## src/rtl/tmds_pkg.sv

```systemverilog
// rtl/tmds_pkg.sv - period encodings, 720p60 defaults and raster total derivation
package tmds_pkg;

   localparam logic [2:0] PER_CTRL     = 3'd0;
   localparam logic [2:0] PER_VID_PRE  = 3'd1;
   localparam logic [2:0] PER_VID_GB   = 3'd2;
   localparam logic [2:0] PER_VIDEO    = 3'd3;
   localparam logic [2:0] PER_ISL_PRE  = 3'd4;
   localparam logic [2:0] PER_ISL_GB   = 3'd5;
   localparam logic [2:0] PER_ISL_DATA = 3'd6;

   localparam int DEF_H_ACTIVE  = 1280;
   localparam int DEF_H_FP      = 110;
   localparam int DEF_H_SYNC    = 40;
   localparam int DEF_H_BP      = 220;
   localparam int DEF_V_ACTIVE  = 720;
   localparam int DEF_V_FP      = 5;
   localparam int DEF_V_SYNC    = 5;
   localparam int DEF_V_BP      = 20;
   localparam int DEF_SYNC_POL  = 1;
   localparam int DEF_ISL_START = 1438;
   localparam int DEF_ISL_LEN   = 32;

   function automatic int line_total(input int act, input int fp, input int sync, input int bp);
      return act + fp + sync + bp;
   endfunction

   localparam int DEF_H_TOTAL = line_total(DEF_H_ACTIVE, DEF_H_FP, DEF_H_SYNC, DEF_H_BP);
   localparam int DEF_V_TOTAL = line_total(DEF_V_ACTIVE, DEF_V_FP, DEF_V_SYNC, DEF_V_BP);

endpackage

```

## src/rtl/tmds_period_fsm.sv

```systemverilog
// rtl/tmds_period_fsm.sv - per-line HDMI period schedule with island grant handshake
module tmds_period_fsm
   import tmds_pkg::*;
#(
   parameter int H_TOTAL   = DEF_H_TOTAL,
   parameter int ISL_START = DEF_ISL_START,
   parameter int ISL_LEN   = DEF_ISL_LEN
) (
   input  logic        pclk,
   input  logic        rstbtn_n,
   input  logic [10:0] hpos,
   input  logic        pix_active,
   input  logic        vpos_next_active,
   input  logic        island_req,
   output logic [2:0]  period,
   output logic        island_ack
);

   localparam logic [10:0] VP_START   = 11'(H_TOTAL - 10);
   localparam logic [10:0] VG_START   = 11'(H_TOTAL - 2);
   localparam logic [10:0] ISL_SAMPLE = 11'(ISL_START - 1);
   localparam logic [10:0] ISL_PRE_S  = 11'(ISL_START);
   localparam logic [10:0] ISL_GB1_S  = 11'(ISL_START + 8);
   localparam logic [10:0] ISL_DATA_S = 11'(ISL_START + 10);
   localparam logic [10:0] ISL_GB2_S  = 11'(ISL_START + 10 + ISL_LEN);
   localparam logic [10:0] ISL_END    = 11'(ISL_START + 12 + ISL_LEN);

   typedef enum logic {ISL_IDLE, ISL_GRANTED} isl_state_t;

   isl_state_t state, state_next;
   logic [2:0] period_next;
   logic       ack_next;

   always_ff @(posedge pclk) begin
      if (!rstbtn_n) begin
         state      <= ISL_IDLE;
         period     <= PER_CTRL;
         island_ack <= 1'b0;
      end else begin
         state      <= state_next;
         period     <= period_next;
         island_ack <= ack_next;
      end
   end

   // The grant is re-decided once per line; outside the island window it is inert.
   always_comb begin
      state_next  = state;
      period_next = PER_CTRL;
      ack_next    = 1'b0;
      if (hpos == ISL_SAMPLE) begin
         state_next = island_req ? ISL_GRANTED : ISL_IDLE;
      end
      if (pix_active) begin
         period_next = PER_VIDEO;
      end else if (vpos_next_active && hpos >= VG_START) begin
         period_next = PER_VID_GB;
      end else if (vpos_next_active && hpos >= VP_START) begin
         period_next = PER_VID_PRE;
      end else if (state == ISL_GRANTED && hpos >= ISL_PRE_S && hpos < ISL_END) begin
         if (hpos < ISL_GB1_S) begin
            period_next = PER_ISL_PRE;
         end else if (hpos < ISL_DATA_S || hpos >= ISL_GB2_S) begin
            period_next = PER_ISL_GB;
         end else begin
            period_next = PER_ISL_DATA;
            ack_next    = (hpos == ISL_DATA_S);
         end
      end
   end

endmodule

```

## src/rtl/tmds_timing_gen.sv

```systemverilog
// rtl/tmds_timing_gen.sv - free-running raster counters, sync decode and period schedule
module tmds_timing_gen
   import tmds_pkg::*;
#(
   parameter int H_ACTIVE  = DEF_H_ACTIVE,
   parameter int H_FP      = DEF_H_FP,
   parameter int H_SYNC    = DEF_H_SYNC,
   parameter int H_BP      = DEF_H_BP,
   parameter int V_ACTIVE  = DEF_V_ACTIVE,
   parameter int V_FP      = DEF_V_FP,
   parameter int V_SYNC    = DEF_V_SYNC,
   parameter int V_BP      = DEF_V_BP,
   parameter int SYNC_POL  = DEF_SYNC_POL,
   parameter int ISL_START = DEF_ISL_START,
   parameter int ISL_LEN   = DEF_ISL_LEN
) (
   input  logic        pclk,
   input  logic        rstbtn_n,
   output logic        hsync,
   output logic        vsync,
   output logic        video_en,
   output logic [10:0] video_hcnt,
   output logic [10:0] video_vcnt,
   output logic [2:0]  period,
   output logic        frame_start,
   input  logic        island_req,
   output logic        island_ack
);

   localparam int H_TOTAL = line_total(H_ACTIVE, H_FP, H_SYNC, H_BP);
   localparam int V_TOTAL = line_total(V_ACTIVE, V_FP, V_SYNC, V_BP);

   localparam logic [10:0] H_LAST     = 11'(H_TOTAL - 1);
   localparam logic [10:0] V_LAST     = 11'(V_TOTAL - 1);
   localparam logic [10:0] H_ACT_W    = 11'(H_ACTIVE);
   localparam logic [10:0] V_ACT_W    = 11'(V_ACTIVE);
   localparam logic [10:0] V_ACT_LAST = 11'(V_ACTIVE - 1);
   localparam logic [10:0] HS_START   = 11'(H_ACTIVE + H_FP);
   localparam logic [10:0] HS_END     = 11'(H_ACTIVE + H_FP + H_SYNC);
   localparam logic [10:0] VS_START   = 11'(V_ACTIVE + V_FP);
   localparam logic [10:0] VS_END     = 11'(V_ACTIVE + V_FP + V_SYNC);
   localparam logic        SYNC_ON    = (SYNC_POL != 0);

   generate
      if (ISL_START + 12 + ISL_LEN > H_TOTAL - 10) begin : g_isl_overlap
         $error("tmds_timing_gen: data-island window runs into the video preamble");
      end
      if (ISL_LEN <= 0 || (ISL_LEN % 32) != 0) begin : g_isl_len
         $error("tmds_timing_gen: ISL_LEN must be a positive multiple of 32");
      end
   endgenerate

   logic [10:0] hpos, vpos;
   logic        pix_active, next_active;

   always_ff @(posedge pclk) begin
      if (!rstbtn_n) begin
         hpos <= '0;
         vpos <= '0;
      end else if (hpos == H_LAST) begin
         hpos <= '0;
         vpos <= (vpos == V_LAST) ? 11'd0 : vpos + 11'd1;
      end else begin
         hpos <= hpos + 11'd1;
      end
   end

   assign pix_active  = (hpos < H_ACT_W) && (vpos < V_ACT_W);
   // The last blanking line precedes line 0, so it too carries a video preamble.
   assign next_active = (vpos == V_LAST) || (vpos < V_ACT_LAST);

   always_ff @(posedge pclk) begin
      if (!rstbtn_n) begin
         hsync       <= ~SYNC_ON;
         vsync       <= ~SYNC_ON;
         video_en    <= 1'b0;
         video_hcnt  <= '0;
         video_vcnt  <= '0;
         frame_start <= 1'b0;
      end else begin
         hsync       <= (hpos >= HS_START && hpos < HS_END) ? SYNC_ON : ~SYNC_ON;
         vsync       <= (vpos >= VS_START && vpos < VS_END) ? SYNC_ON : ~SYNC_ON;
         video_en    <= pix_active;
         video_hcnt  <= pix_active ? hpos : 11'd0;
         video_vcnt  <= pix_active ? vpos : 11'd0;
         frame_start <= (hpos == 11'd0) && (vpos == 11'd0);
      end
   end

   tmds_period_fsm #(
      .H_TOTAL   (H_TOTAL),
      .ISL_START (ISL_START),
      .ISL_LEN   (ISL_LEN)
   ) u_period_fsm (
      .pclk             (pclk),
      .rstbtn_n         (rstbtn_n),
      .hpos             (hpos),
      .pix_active       (pix_active),
      .vpos_next_active (next_active),
      .island_req       (island_req),
      .period           (period),
      .island_ack       (island_ack)
   );

endmodule

```

## config.mk

```make
export PLATFORM = sky130hd
export DESIGN_NAME = tmds_timing_gen
export DESIGN_NICKNAME = d
export VERILOG_FILES = /design/src/rtl/tmds_pkg.sv /design/src/rtl/tmds_period_fsm.sv /design/src/rtl/tmds_timing_gen.sv
export SDC_FILE = /design/constraint.sdc
export NUM_CORES = 1
export LEC_CHECK = 0
export BUFFER_PORTS_ARGS = -buffer_cell sky130_fd_sc_hd__buf_2
export CAP_MARGIN = 15
export CORE_MARGIN = 2
export CORE_UTILIZATION = 47
export DETAILED_ROUTE_END_ITERATION = 8
export PLACE_DENSITY_LB_ADDON = 0.08
export RECOVER_POWER = 25
export SLEW_MARGIN = 20
export SYNTH_ARGS = -nofsm -noshare
export SYNTH_HDL_FRONTEND = slang
export SYNTH_HIERARCHICAL = 1
export SYNTH_SLANG_ARGS = --single-unit
```

## constraint.sdc

```tcl
create_clock -name pclk -period 2.6 [get_ports pclk]
set_clock_uncertainty 0.1 [all_clocks]
set_input_delay 0.26 -clock pclk [delete_from_list [all_inputs] [get_ports pclk]]
set_output_delay 0.26 -clock pclk [all_outputs]
set_load 0.03 [all_outputs]
```

# Word level (Yosys, flattened, before mapping)
# Cells that the tools add are included.
[totals]
word_cells = 60
register_bits = 53
in_bits = 3
[op_classes]
eq_ne = 4
magnitude_cmp = 14
muxes = 10
reduce_logical = 16
n_addsub = 2
bitwise_logic = 2
[op_table]
columns = ["op", "count"]
rows = [
  ["$ge A11 B11 Y1 const B", 5],
  ["$lt A11 B11 Y1 const B", 5],
  ["$eq A11 B11 Y1 const B", 3],
  ["$lt A11 B10 Y1 const B", 3],
  ["$add A11 B1 Y11 const B", 2],
  ["$logic_not A11 Y1", 2],
  ["$mux W2", 6],
  ["$eq A11 B10 Y1 const B", 1],
  ["$ge A11 B10 Y1 const B", 1],
  ["$mux W11", 1],
  ["$logic_and A1 B1 Y1", 8],
  ["$reduce_or A7 Y1", 1],
  ["$reduce_or A5 Y1", 1],
  ["$mux W1", 3],
  ["$logic_or A1 B1 Y1", 2],
  ["$not A1 Y1", 2],
  ["$reduce_and A2 Y1", 1],
  ["$reduce_or A2 Y1", 1],
]

# Depth between registers and ports, before layout
[depth]
depth_word = 8
ltp_mapped = 11
depth_no_buf = 10

# Modules after synthesis
# The synthesis kept the hierarchy.
[by_module_without_submodules]
columns = ["module", "n_inst", "cells_per_inst", "seq_area_each_um2", "area_each_um2"]
rows = [
  ["tmds_timing_gen", 1, 218, 960.9, 1960.6],
  ["tmds_period_fsm", 1, 39, 100.1, 367.9],
]

# Worst setup path after synthesis
# OpenSTA, ideal clock, no wires.
[synth_timing]
path_type = "register -> register"
from = "reg hpos[3]"
to = "reg vpos[10]"
path_slack_ps = 233
required_time_ps = 2428
arrival_ps = 2195
stages_incl_launch_ff = 8
cell_sequence = "dfxtp_1 -> buf_6 -> or4_1 -> buf_2 -> or4_1 -> buf_2 -> or3_1 -> a21oi_1"
[synth_via]
elab_chain_cells = 1
[synth_lines]
columns = ["element", "line_no", "text"]
rows = [
  ["from (decl)", "tmds_timing_gen.sv:53", "logic [10:0] hpos, vpos;"],
  ["from (signal assigned)", "tmds_timing_gen.sv:64", "hpos <= hpos + 11'd1;"],
  ["$eq A11 B11 Y1", "tmds_timing_gen.sv:60", "end else if (hpos == H_LAST) begin"],
  ["to (signal assigned)", "tmds_timing_gen.sv:62", "vpos <= (vpos == V_LAST) ? 11'd0 : vpos + 11'd1;"],
  ["to (decl)", "tmds_timing_gen.sv:53", ""],
]
# Every way passes these cells.
# A chain may end at the register's enable or synchronous reset.

# Worst setup path after layout
[layout_timing]
from = "reg hpos[7]"
to = "reg vpos[7]"
# The elaborated chain is that of the path after synthesis.

==> impl_metrics.yaml <==
synth:
  synth_top_area_frac: 0.4557
  postSynthAreaPerCell_um2: 9.060
  synth_common_cells: "dfxtp_1 (53), and2_1 (21), nor2_1 (18)"
  synth_edf_count: 0
  synth_cell_type_count: 50
  yosysMostFrequentCell: "dfxtp_1"
  ys_seq_elements: 53
  ys.flop_type: "dfxtp_1"
  yosysWarnings: 6
  synth_cells: 257
  synth_area_um2: 2328
  synthTopCellsByArea: "dfxtp_1 (46%), and2_1 (5.6%), ha_1 (3.2%)"
  syn_nets: 266
  ys_seq_area_frac: 0.4557
  yosys.area.top_type: "dfxtp_1"
  ys_async_sr_fraction: 0
setup_path:
  worstSetupStartpointType: "register"
  arrival_ns: 2.52
  cp_max_fo: 9
  rr_endpoint: "vpos[7]"
  crit_family: "simple AND/OR/NAND/NOR gates"
  r2r_slack_ns: 0.23
  r2r_start: "hpos[7]"
  slowest_delay_ns: 0.69
  rr_worst_depth: 4
  crit_required_ns: 2.75
  cp_common_cell: "or4_1"
  worst_setup_path_end_kind: "register"
  crit_chain: "or4_1 > or4_1 > or3_1 > a21oi_1"
  crit_slowest_cell: "or4_1"
  worst-setup-path-type: "register to register"
  critPathBufInv: 0
global_route:
  grt_pass1_vias: 1678
  grt_antenna_before_repair: 0
  grt_pass1_wl_um: 8079
  grtUsageTotal: 0.1928
  grt_max_degree: 23
  overflow: 0
timing:
  period_share: 0.9122
  fmax_mhz: 421.6
  rsz0062_at_grt: "false"
  setup_tns_ns: 0
  max_slew_margin: 0.6358
  worst_slew_pin_slew_ns: 0.5459
  finalHoldViolCount: 0
  fin_hold_ws_ns: 0.1235
  drv_slew: 0
  period_minus_slack_ns: 2.372
  setup_violations: 0
layout:
  syn_to_final_growth_pct: 14.08
  num-fill-cells: 465
  drive_above_1_share: 0.1502
  diodes: 0
  multiInputGateArea_um2: 1154
  final_cell_area_um2: 2656
  final_net_count: 301
  seqCellArea_um2: 1061
worst_hold_path:
  whs_endpoint: "u_period_fsm/state"
  hold_path_depth: 3
  hold_path.class: "input pin to register"
  worstHoldStart: "island_req"
power_and_ir_drop:
  leakage_uw: 0.001026
  pwr-share-clk: 0.342
  fin_total_pwr_uw: 1369
  powerDensity_nw_per_um2: 515.4
  p_sw_uw: 333.5
  pwr-share-comb: 0.055
  ir_drop_v: 0.0002456
  switching_share: 0.2436
  p_int_uw: 1035
  seqPwrFrac: 0.603
route:
  vias: 1927
  via_per_inst: 5.353
  drt_iter0_markers: 133
  post-route-drc-count: 0
  postRouteAntennaNets: 0
  wl_per_cell_um: 14.17
  first_pass_iters: 4
  wirelength_um: 5101
cts:
  clk_pin_slew_ns: 0.10
  clock_sinks: 53
  cts_tree: "done"
  cts_buffers: 5
  clockBufferDepth: 2
  hold_buffers: 0
  htreeDepth: 2
  postCtsSetupRepairBufs: 0
  cts_resized: 0
  clkLatencyLatePin_ns: 0.31
  root_buffer: "clkbuf_8"
floorplan:
  io_pins: 33
  coreArea_um2: 4755
  die-area_um2: 5533
  start_util: 0.4897
  num_rows: 25
  die_y_um: 74.39
  die_x_um: 74.39
placed_design:
  dp_hpwl_um: 3484
  place_area_um2: 2590
  place_congestion: 0.8865
  port_buffers: 32
status:
  status: "finished clean"
job:
  drv_cap: 0
-- worst reg2reg max path: stages (launching register included) --
cell and delay [ns]:
dfxtp_1 0.32, or4_1 0.63, or4_1 0.69, or3_1 0.40, a21oi_1 0.16
-- per-stage QoR --
step	util	cells	worst slack, ns
4_1_cts	0.5639	360	0.2322
3_3_place_gp	0.5447	352	0.3269
2_1_floorplan	-	257	0.2326
3_5_place_dp	0.5447	352	0.2540
6_report	0.5587	360	0.2282
5_1_grt	0.5587	360	0.1143
-- routing by layer --
metal | vias up | track usage | part of all wire
met3 | 8 | 0.04065 | 0.058
li1 | 974 | - | -
met4 | 0 | 0.09127 | 0.018
met1 | 888 | 0.2639 | 0.48
met2 | 57 | 0.2901 | 0.44
met5 | - | 0 | 0
-- power groups by stage --
stage	Combinational (uW)	Clock [uW]	Sequential [uW]
4_1_cts	75.8	489	826
2_1_floorplan	28.7	0	865
3_3_place_gp	76.2	0	844
6_report	74.8	468	826
3_5_place_dp	75.5	0	845
5_1_grt	82.3	520	828
-- area by class of cell --
cell class,count,share of cell area
multi-input combinational,179,0.4343
clock buffer,5,0.02591
timing repair buffer,46,0.09044
tap,67,0.03156
inverter,7,0.009892
sequential,53,0.3994
clock inverter,3,0.008479
-- sequential cells by signal (all words and copies together) (netlist names), 3 cells and up --
name	flops
vpos	11
video_hcnt	11
u_period_fsm/period	3
hpos	11
video_vcnt	11
-- how the worst max path moves through the flow --
stage          startpoint       end  cells past startpoint
6_report          hpos[7]   vpos[7]                      4
5_1_grt           hpos[7]   vpos[7]                      4
4_1_cts           hpos[7]   vpos[7]                      4
3_5_place_dp      hpos[7]   vpos[7]                      4
3_3_place_gp      hpos[7]   vpos[8]                      4
2_1_floorplan     hpos[3]  vpos[10]                      7
-- cells in the final DEF, fill, tap and decap left out, types with 5 or more instances in the layout --
cell type   n
a21oi_1    10
and2_1     21
nand4_1     8
nand2_1    13
inv_1       7
nor4_1      6
dfxtp_1    53
nand3_1    11
nor2_1     18
buf_4      14
buf_2      12
or3_1       6
clkbuf_8    5
o21ai_0    11
clkbuf_1   20
xor2_1      5
xnor2_1     6
nor3_1      9
ha_1        6
-- cell families (layout without fill, tap and decap cells) --
group,after synthesis,count (layout),share of synthesized area
flops,53,53,0.4557
mux,1,1,0.004299
simple gates,120,120,0.3025
compound gates,40,40,0.1134
xor+xnor,11,11,0.04137
other cells,1,1,0.001610
fa+ha+maj,6,6,0.03224
buf+inv,25,61,0.04890
Note: power is estimated with default switching activity, not from simulation.
